--- src/rtl/lcplc_bit_unpacker.sv ---
// rtl/lcplc_bit_unpacker.sv - LCPLC decoder front end: packed word stream to variable-length fields
//
// Purpose:
//   Receives the coder's packed word stream (MSB-first bit packing) and serves
//   variable-length fields of 0..W bits to the decoding FSMs. A 2W-bit shift
//   buffer lets a field straddle a word boundary without stalling the requester.
//
// Ports:
//   clk, rst                   rising-edge clock, synchronous active-high reset
//   input_data/valid/ready/last  AXIS word input, first stream bit at MSB
//   req_length/align/valid/ready field request (length 0..W, or align-to-word)
//   output_data/valid/ready/last field result, right-aligned, zero-extended;
//                                output_last marks the final bit of the stream

module lcplc_bit_unpacker #(
  parameter int WORD_WIDTH_LOG = 5
) (
  input  logic                            clk,
  input  logic                            rst,
  input  logic [(2**WORD_WIDTH_LOG)-1:0]  input_data,
  input  logic                            input_valid,
  output logic                            input_ready,
  input  logic                            input_last,
  input  logic [WORD_WIDTH_LOG:0]         req_length,
  input  logic                            req_align,
  input  logic                            req_valid,
  output logic                            req_ready,
  output logic [(2**WORD_WIDTH_LOG)-1:0]  output_data,
  output logic                            output_valid,
  input  logic                            output_ready,
  output logic                            output_last
);

  localparam int W  = 2**WORD_WIDTH_LOG;
  localparam int BW = 2*W;
  localparam int CW = WORD_WIDTH_LOG+2;
  localparam int LW = WORD_WIDTH_LOG+1;

  // Shift buffer: valid bits left-justified, bits below count are always zero
  logic [BW-1:0] shift_q, shift_d;
  logic [CW-1:0] count_q, count_d;
  logic          last_in_buf_q, last_in_buf_d;

  // Single-entry request slot
  logic          slot_valid_q, slot_valid_d;
  logic [LW-1:0] slot_len_q, slot_len_d;
  logic          slot_align_q, slot_align_d;

  // Registered field result and the number of bits it will consume
  logic          out_valid_q, out_valid_d;
  logic [W-1:0]  out_data_q, out_data_d;
  logic          out_last_q, out_last_d;
  logic [CW-1:0] out_consume_q, out_consume_d;

  logic          in_fire, req_fire, out_fire;
  logic [LW-1:0] req_len_clamped;
  logic [CW-1:0] len_ext;
  logic [CW-1:0] align_bits;
  logic          field_ready;
  logic [CW-1:0] consume_eval;
  logic [BW-1:0] field_wide;
  logic [W-1:0]  field_data;
  logic          field_last;
  logic          load;
  logic [CW-1:0] consume_now;
  logic [CW-1:0] count_after;
  logic [BW-1:0] shifted;

  always_comb begin
    input_ready  = (count_q <= CW'(W)) & ~last_in_buf_q;
    req_ready    = ~slot_valid_q;
    output_valid = out_valid_q;
    output_data  = out_data_q;
    output_last  = out_last_q;

    in_fire  = input_valid & input_ready;
    req_fire = req_valid & req_ready;
    out_fire = out_valid_q & output_ready;

    req_len_clamped = (req_length > LW'(W)) ? LW'(W) : req_length;

    // Evaluate the pending request against the current buffer contents.
    // Words appended later land below the valid bits, so the evaluated
    // top bits are unaffected until the consume.
    len_ext     = CW'(slot_len_q);
    align_bits  = CW'(count_q[WORD_WIDTH_LOG-1:0]);
    field_ready = slot_align_q | (count_q >= len_ext) | last_in_buf_q;

    if (slot_align_q) begin
      consume_eval = align_bits;
    end else if (count_q < len_ext) begin
      consume_eval = count_q;   // short final field: take what remains
    end else begin
      consume_eval = len_ext;
    end

    // Zero fill below count makes a short final field come out MSB-aligned
    // and zero-padded; a shift of BW (length 0) yields zero.
    field_wide = shift_q >> (CW'(BW) - len_ext);
    field_data = slot_align_q ? '0 : field_wide[W-1:0];
    field_last = last_in_buf_q & (count_q == consume_eval);

    load = ~out_valid_q & slot_valid_q & field_ready;
  end

  // Output and slot next-state
  always_comb begin
    out_valid_d   = out_valid_q ? ~output_ready : (slot_valid_q & field_ready);
    out_data_d    = load ? field_data   : out_data_q;
    out_last_d    = load ? field_last   : out_last_q;
    out_consume_d = load ? consume_eval : out_consume_q;

    slot_valid_d = slot_valid_q;
    slot_len_d   = slot_len_q;
    slot_align_d = slot_align_q;
    if (out_fire) begin
      slot_valid_d = 1'b0;
    end
    if (req_fire) begin
      slot_valid_d = 1'b1;
      slot_len_d   = req_len_clamped;
      slot_align_d = req_align;
    end
  end

  // Buffer next-state: shift out consumed bits first, then append the
  // accepted word directly below the remaining valid bits.
  always_comb begin
    consume_now = out_fire ? out_consume_q : '0;
    count_after = count_q - consume_now;
    shifted     = shift_q << consume_now;

    shift_d = shifted;
    count_d = count_after;
    if (in_fire) begin
      shift_d = shifted | ({input_data, {W{1'b0}}} >> count_after);
      count_d = count_after + CW'(W);
    end

    last_in_buf_d = last_in_buf_q;
    if (out_fire && (count_d == '0)) begin
      last_in_buf_d = 1'b0;
    end
    if (in_fire && input_last) begin
      last_in_buf_d = 1'b1;
    end
  end

  always_ff @(posedge clk) begin
    if (rst) begin
      shift_q       <= '0;
      count_q       <= '0;
      last_in_buf_q <= 1'b0;
      slot_valid_q  <= 1'b0;
      slot_len_q    <= '0;
      slot_align_q  <= 1'b0;
      out_valid_q   <= 1'b0;
      out_data_q    <= '0;
      out_last_q    <= 1'b0;
      out_consume_q <= '0;
    end else begin
      shift_q       <= shift_d;
      count_q       <= count_d;
      last_in_buf_q <= last_in_buf_d;
      slot_valid_q  <= slot_valid_d;
      slot_len_q    <= slot_len_d;
      slot_align_q  <= slot_align_d;
      out_valid_q   <= out_valid_d;
      out_data_q    <= out_data_d;
      out_last_q    <= out_last_d;
      out_consume_q <= out_consume_d;
    end
  end

endmodule
--- config.mk ---
export PLATFORM = sky130hd
export DESIGN_NAME = lcplc_bit_unpacker
export DESIGN_NICKNAME = d
export VERILOG_FILES = /design/src/rtl/lcplc_bit_unpacker.sv
export SDC_FILE = /design/constraint.sdc
export NUM_CORES = 1
export LEC_CHECK = 0
export ABC_AREA = 1
export CAP_MARGIN = 20
export CORE_ASPECT_RATIO = 0.7
export CORE_MARGIN = 2
export CORE_UTILIZATION = 35
export CTS_CLUSTER_DIAMETER = 200
export DETAILED_ROUTE_END_ITERATION = 10
export DONT_BUFFER_PORTS = 1
export PLACE_DENSITY = 0.49
export SETUP_SLACK_MARGIN = 0.02
export SLEW_MARGIN = 20
export SYNTH_ARGS = -nofsm -noshare
export SYNTH_HDL_FRONTEND = slang
export SYNTH_SLANG_ARGS = --single-unit
--- constraint.sdc ---
create_clock -name clk -period 3.8 [get_ports clk]
set_input_delay 0.57 -clock clk [delete_from_list [all_inputs] [get_ports clk]]
set_output_delay 0.57 -clock clk [all_outputs]
set_load 0.05 [all_outputs]
-- Yosys cells after proc, flatten, opt, wreduce, memory -nomap -nowiden
Index checks and enable logic that the tools add are counted.
- output and inout port bits: 36
- word-level logic and storage cells: 53
- bits in registers: 121
- bits of input ports: 45
- shifts and indexed selects: 3
- $add $sub $neg: 3
- eq/ne operators: 1
- reductions and logical operators: 5
- multiplexer cells: 12
- bitwise gates (word level): 15
- order comparisons: 4
- operators by type and width (operator ; count):
    $mux W64 ; 1
    $or A64 B64 Y64 ; 1
    $shl A64 B7 Y64 ; 1
    $shr A64 B7 Y32 ; 1
    $shr A64 B7 Y64 ; 1
    $mux W32 ; 1
    $mux W7 ; 4
    $and A1 B1 Y1 ; 8
    $add A7 B6 Y7 const B ; 1
    $eq A7 B7 Y1 ; 1
    $ge A7 B6 Y1 ; 1
    $le A7 B6 Y1 const B ; 1
    $logic_not A7 Y1 ; 1
    $lt A7 B6 Y1 ; 1
    $sub A7 B6 Y7 const A ; 1
    $sub A7 B7 Y7 ; 1
    $gt A6 B6 Y1 const B ; 1
    $mux W6 ; 1
    $mux W1 ; 5
    $not A1 Y1 ; 4
    $reduce_bool A2 Y1 ; 2
    $logic_and A1 B1 Y1 ; 2
    $or A1 B1 Y1 ; 2

-- Longest topological paths before layout
- word-level depth: 9
- mapped depth: 20
- mapped depth without buffers: 17

-- Worst setup path before layout
No wires, ideal clock.
- path kind: reg2reg
- start point: register out_valid_q, in the netlist output_valid
- end point: register shift_q[27]
- slack: 0.438 ns
- required time: 3.730 ns
- buffers on the path: 5
- arrival: 3.292 ns
- library setup time: 0.070 ns
- clock period less this slack: 3.362 ns
- stages on the path, launching flop included: 18
- cell sequence: dfxtp_1 > nand2_4 > nor2_4 > inv_2 > buf_6 > buf_2 > fa_1 > clkbuf_1 > inv_1 > buf_2 > buf_1 > nand3_1 > nand3_1 > nand2_1 > nand3_1 > a21oi_1 > nand2_1 > a21oi_1
- longest elaborated chain between the ends: 6
- elaborated cells between the ends (all ways): 7
- those cells by class: add/sub: 1; shift: 2; mux: 2; bitwise: 2
- RTL lines (what ; line ; RTL):
    start: declaration ; 50 ; logic out_valid_q, out_valid_d;
    start signal: assignment ; 168 ; out_valid_q <= out_valid_d;
    $and A1 B1 Y1 ; 78 ; out_fire = out_valid_q & output_ready;
    $mux W7 ; 129 ; consume_now = out_fire ? out_consume_q : '0;
    $sub A7 B7 Y7 ; 130 ; count_after = count_q - consume_now;
    named net count_after[1] ; 66 ; logic [CW-1:0] count_after;
    $shr A64 B7 Y64 ; 136 ; shift_d = shifted | ({input_data, {W{1'b0}}} >> count_after);
    $or A64 B64 Y64 ; 136 ;
    $mux W64 ; 135 ; if (in_fire) begin
    end signal: assignment ; 162 ; shift_q <= shift_d;
    end: declaration ; 40 ; logic [BW-1:0] shift_q, shift_d;
The timed path passes the listed nets, and every way through them passes these cells.
A chain may end at the register's enable or synchronous reset.

-- Final worst setup path
- start point: register out_valid_q, in the netlist output_valid
- end point: register shift_q[25]
- longest elaborated chain between the ends: 6
- elaborated cells between the ends (all ways): 7
- those cells by class: add/sub: 1; shift: 2; mux: 2; bitwise: 2
- RTL lines (what ; line):
    $and A1 B1 Y1 (*) ; 78
    $mux W7 (*) ; 129
    $sub A7 B7 Y7 ; 130
    $shr A64 B7 Y64 ; 136
    $or A64 B64 Y64 ; 136
    $mux W64 (*) ; 135
Mark *: on every way between the ends. The rest lies on a longest branch, timed or not.

==> results_dict.tcl <==
set metrics [dict create \
    finalWirelength_mm 76.0 \
    cts.sinks 121 \
    die-area_sq_um 44800 \
    synth_area_sq_um 15100 \
    syn-mean-instance-area_sq_um 5.36 \
    finalMaxSlewViolations 0 \
    crit_family "simple AND/OR/NAND/NOR gates" \
    dp_hpwl_mm 59.6 \
    synth_xor_xnor_area_share_pct 0.232 \
    grt_pass1_vias 17787 \
    cts_buffer_depth 2 \
    num_vias 19914 \
    holdWs_ns 0.195 \
    maxCapViolCount 0 \
    vias_per_cell 6.16 \
    place_congestion 1.03 \
    rr_worst_depth 12 \
    r2r_end "shift_q[25]" \
    outcome "finished, final reports clean" \
    path_buf_inv 2 \
    ctsHtreeMaxLevel 4 \
    worstPathRequired_ns 4.13 \
    synthAdderAreaFrac_pct 1.38 \
    fillers 4884 \
    irDropWorstVdd_v 0.000392 \
    finalHoldViolations 0 \
    cts_resized 0 \
    diodes 0 \
    stdcell_area_sq_um 15900 \
    hold_path_startpoint "rst" \
    post-route-util_pct 37.6 \
    finalSetupViolCount 0 \
    synth_top_family_by_area "simple AND/OR/NAND/NOR gates" \
    drc 0 \
    core_sq_um 42400 \
    reg2reg_from "output_valid" \
    ys_types 42 \
    antenna_found_initial 0 \
    clkLatencyLatePin_ns 0.44 \
    track_usage_pct 33.9 \
    clk_pin_slew_ns 0.06 \
    fin_crit_ns 3.43 \
    worstSetupPathType "flip-flop to flip-flop" \
    cpPeakStageDelay_ns 0.43 \
    die_y_microns 178 \
    reg2reg_slack_ns 0.37 \
    initial_core_util_pct 35.6 \
    yosysSeqAreaShare_pct 16.1 \
    cts_hold_buf 0 \
    ys.warnings.count 0 \
    min_path_type "input port to flip-flop" \
    ios 81 \
    total_power_uw 12400 \
    synth-edff-count 0 \
    slew_headroom_pct 29.9 \
    crit_arrival_ns 3.76 \
    syn_nets 2875 \
    leakage_uw 0.00681 \
    synth-main-ff-cell "dfxtp_1" \
    clock_skew_ns 0.0115 \
    grt_max_degree 112 \
    port-buffer-count 0 \
    min_delay_worst_endpoint "slot_len_q[0]" \
    startpoint_type "flip-flop" \
    netlist_instances 2814 \
    area_growth_syn_to_layout_pct 5.60 \
    numCtsBuffers 17 \
    post-cts-setup-buffers 0 \
    rsz0062_at_grt "no" \
    synth_mux_area_share_pct 0 \
    fin_nets 2729 \
    overflow 0 \
    worstHoldPathCells 1 \
    fp-row-count 63 \
    crit_slowest_cell "nand2_4" \
    fin_setup_tns_ns 0 \
    drtAntennaViolNets 0 \
    synth_compound_gate_area_share_pct 14.1 \
    period_share_pct 90.2 \
    ys_seq_elements 121 \
    postSynth.asyncResetShare_pct 0 \
    powerDensity_nw_per_um2 780 \
    path_max_fanout 37 \
    cp_cell_sequence "buf_4 -> nand3_4 -> nand2_4 -> nand2_4 -> nand2_1 -> nor2_1 -> inv_1 -> o21ai_0 -> nand3_1 -> nand3_1 -> nand2_1 -> a21oi_1" \
    yosys.area_share.simple_pct 58.4 \
    post_drt_wl_per_cell_microns 23.5 \
    cts_tree "done" \
    drive_above_1_share_pct 5.22 \
    cp_num_cells 12 \
    worst_pin_slew_ns 1.04 \
    first_pass_iters 7 \
    crit_path_end_kind "flip-flop" \
    cts-root-buf "clkbuf_16" \
    grt_pass1_wl_mm 114 \
    maxClockFrequency_mhz 292 \
    fp.dieW_microns 252 \
    crit_start "output_valid" \
    drt_iter0_drc 3122 \
    dpl_cell_area_sq_um 15300 \
]
layout make-up:
| class | count | area (sq um) | area share [%] |
|---|---|---|---|
| clock inverter | 12 | 165 | 1.04 |
| inverter | 128 | 480 | 3.02 |
| clock buffer | 19 | 443 | 2.78 |
| timing repair buffer | 49 | 480 | 3.02 |
| tap | 552 | 691 | 4.33 |
| multi-input combinational | 2351 | 11200 | 70.6 |
| sequential | 121 | 2420 | 15.2 |
stage by stage:
step,worst slack [ns],instances
global route,0.0786,3232
detailed placement,0.555,3201
floorplan,0.438,2814
finish,0.372,3232
CTS,0.543,3232
global placement,0.536,3201
sequential cells by signal, summed over array words and instances, names as in the netlist:
name and count:
shift_q 64, output_data 32, count_q 7, out_consume_q 7, slot_len_q 6, last_in_buf_q 1
output_last 1, output_valid 1, slot_align_q 1, slot_valid_q 1
cells by family after synthesis:
kind of cell,after synthesis
xor+xnor,4
compound gates,372
flops,121
simple gates,1959
buf+inv,342
fa+ha+maj,16
cell usage after synthesis (2+ instances only):
library cell	n	area (sq um)
nand3_1	927	4640
nand2_1	869	3260
o21ai_0	149	746
dfxtp_1	121	2420
a21oi_1	117	586
inv_1	110	413
clkbuf_1	108	405
nor2_1	82	308
o211ai_1	75	563
buf_2	67	335
nand4_1	41	257
buf_1	21	78.8
ha_1	15	188
inv_2	15	56.3
o21ai_1	14	70.1
buf_6	12	135
nor3_1	8	40.0
o211ai_2	8	100
nand3b_1	7	52.6
buf_4	6	45.0
nand2_4	5	56.3
or2_2	5	31.3
a22oi_1	4	30.0
clkinv_1	3	11.3
nand2_2	3	18.8
nand3_4	2	35.0
nor2_2	2	12.5
nor2_4	2	22.5
xnor2_1	2	17.5
xor2_1	2	17.5
layer usage:
| metal | track usage (%) | share of wire (%) | vias up |
|---|---|---|---|
| met5 | 0 | 0 | - |
| met4 | 6.53 | 1.5 | 0 |
| met3 | 12.0 | 13 | 66 |
| met2 | 42.1 | 36 | 1130 |
| met1 | 53.4 | 50 | 9336 |
| li1 | - | - | 9382 |
worst max path at each step:
| stage | slack [ns] | endpoint |
|---|---|---|
| global route | 0.08 | shift_q[25] |
| global placement | 0.54 | shift_q[25] |
| floorplan | 0.44 | shift_q[27] |
| detailed placement | 0.55 | shift_q[58] |
| finish | 0.37 | shift_q[25] |
| CTS | 0.54 | shift_q[25] |
layout by cell type, fill, tap and decap left out, drive strengths merged, types with 2 or more instances in the layout:
| cell | netlist | routed |
|---|---|---|
| ha | 15 | 15 |
| a22oi | 4 | 4 |
| clkinv | 3 | 7 |
| inv | 125 | 127 |
| nor2 | 87 | 87 |
| bufinv | 0 | 3 |
| clkinvlp | 0 | 3 |
| clkbuf | 108 | 19 |
| xnor2 | 2 | 2 |
| o21ai | 163 | 163 |
| xor2 | 2 | 2 |
| o211ai | 83 | 83 |
| nand4 | 42 | 42 |
| nand3b | 7 | 7 |
| buf | 106 | 49 |
| a21oi | 117 | 117 |
| nand2 | 877 | 877 |
| dfxtp | 121 | 121 |
| or2 | 6 | 6 |
| nand3 | 930 | 930 |
| nor3 | 9 | 9 |
power breakdown:
part	total (uW)	switching (uW)	leakage, uW	internal, uW
Clock	1740	688	0.000287	1050
Sequential	2310	657	0.000984	1650
Combinational	8380	6080	0.00554	2300
Total	12400	7430	0.00681	5000
Note: power is estimated with default switching activity, not from simulation.
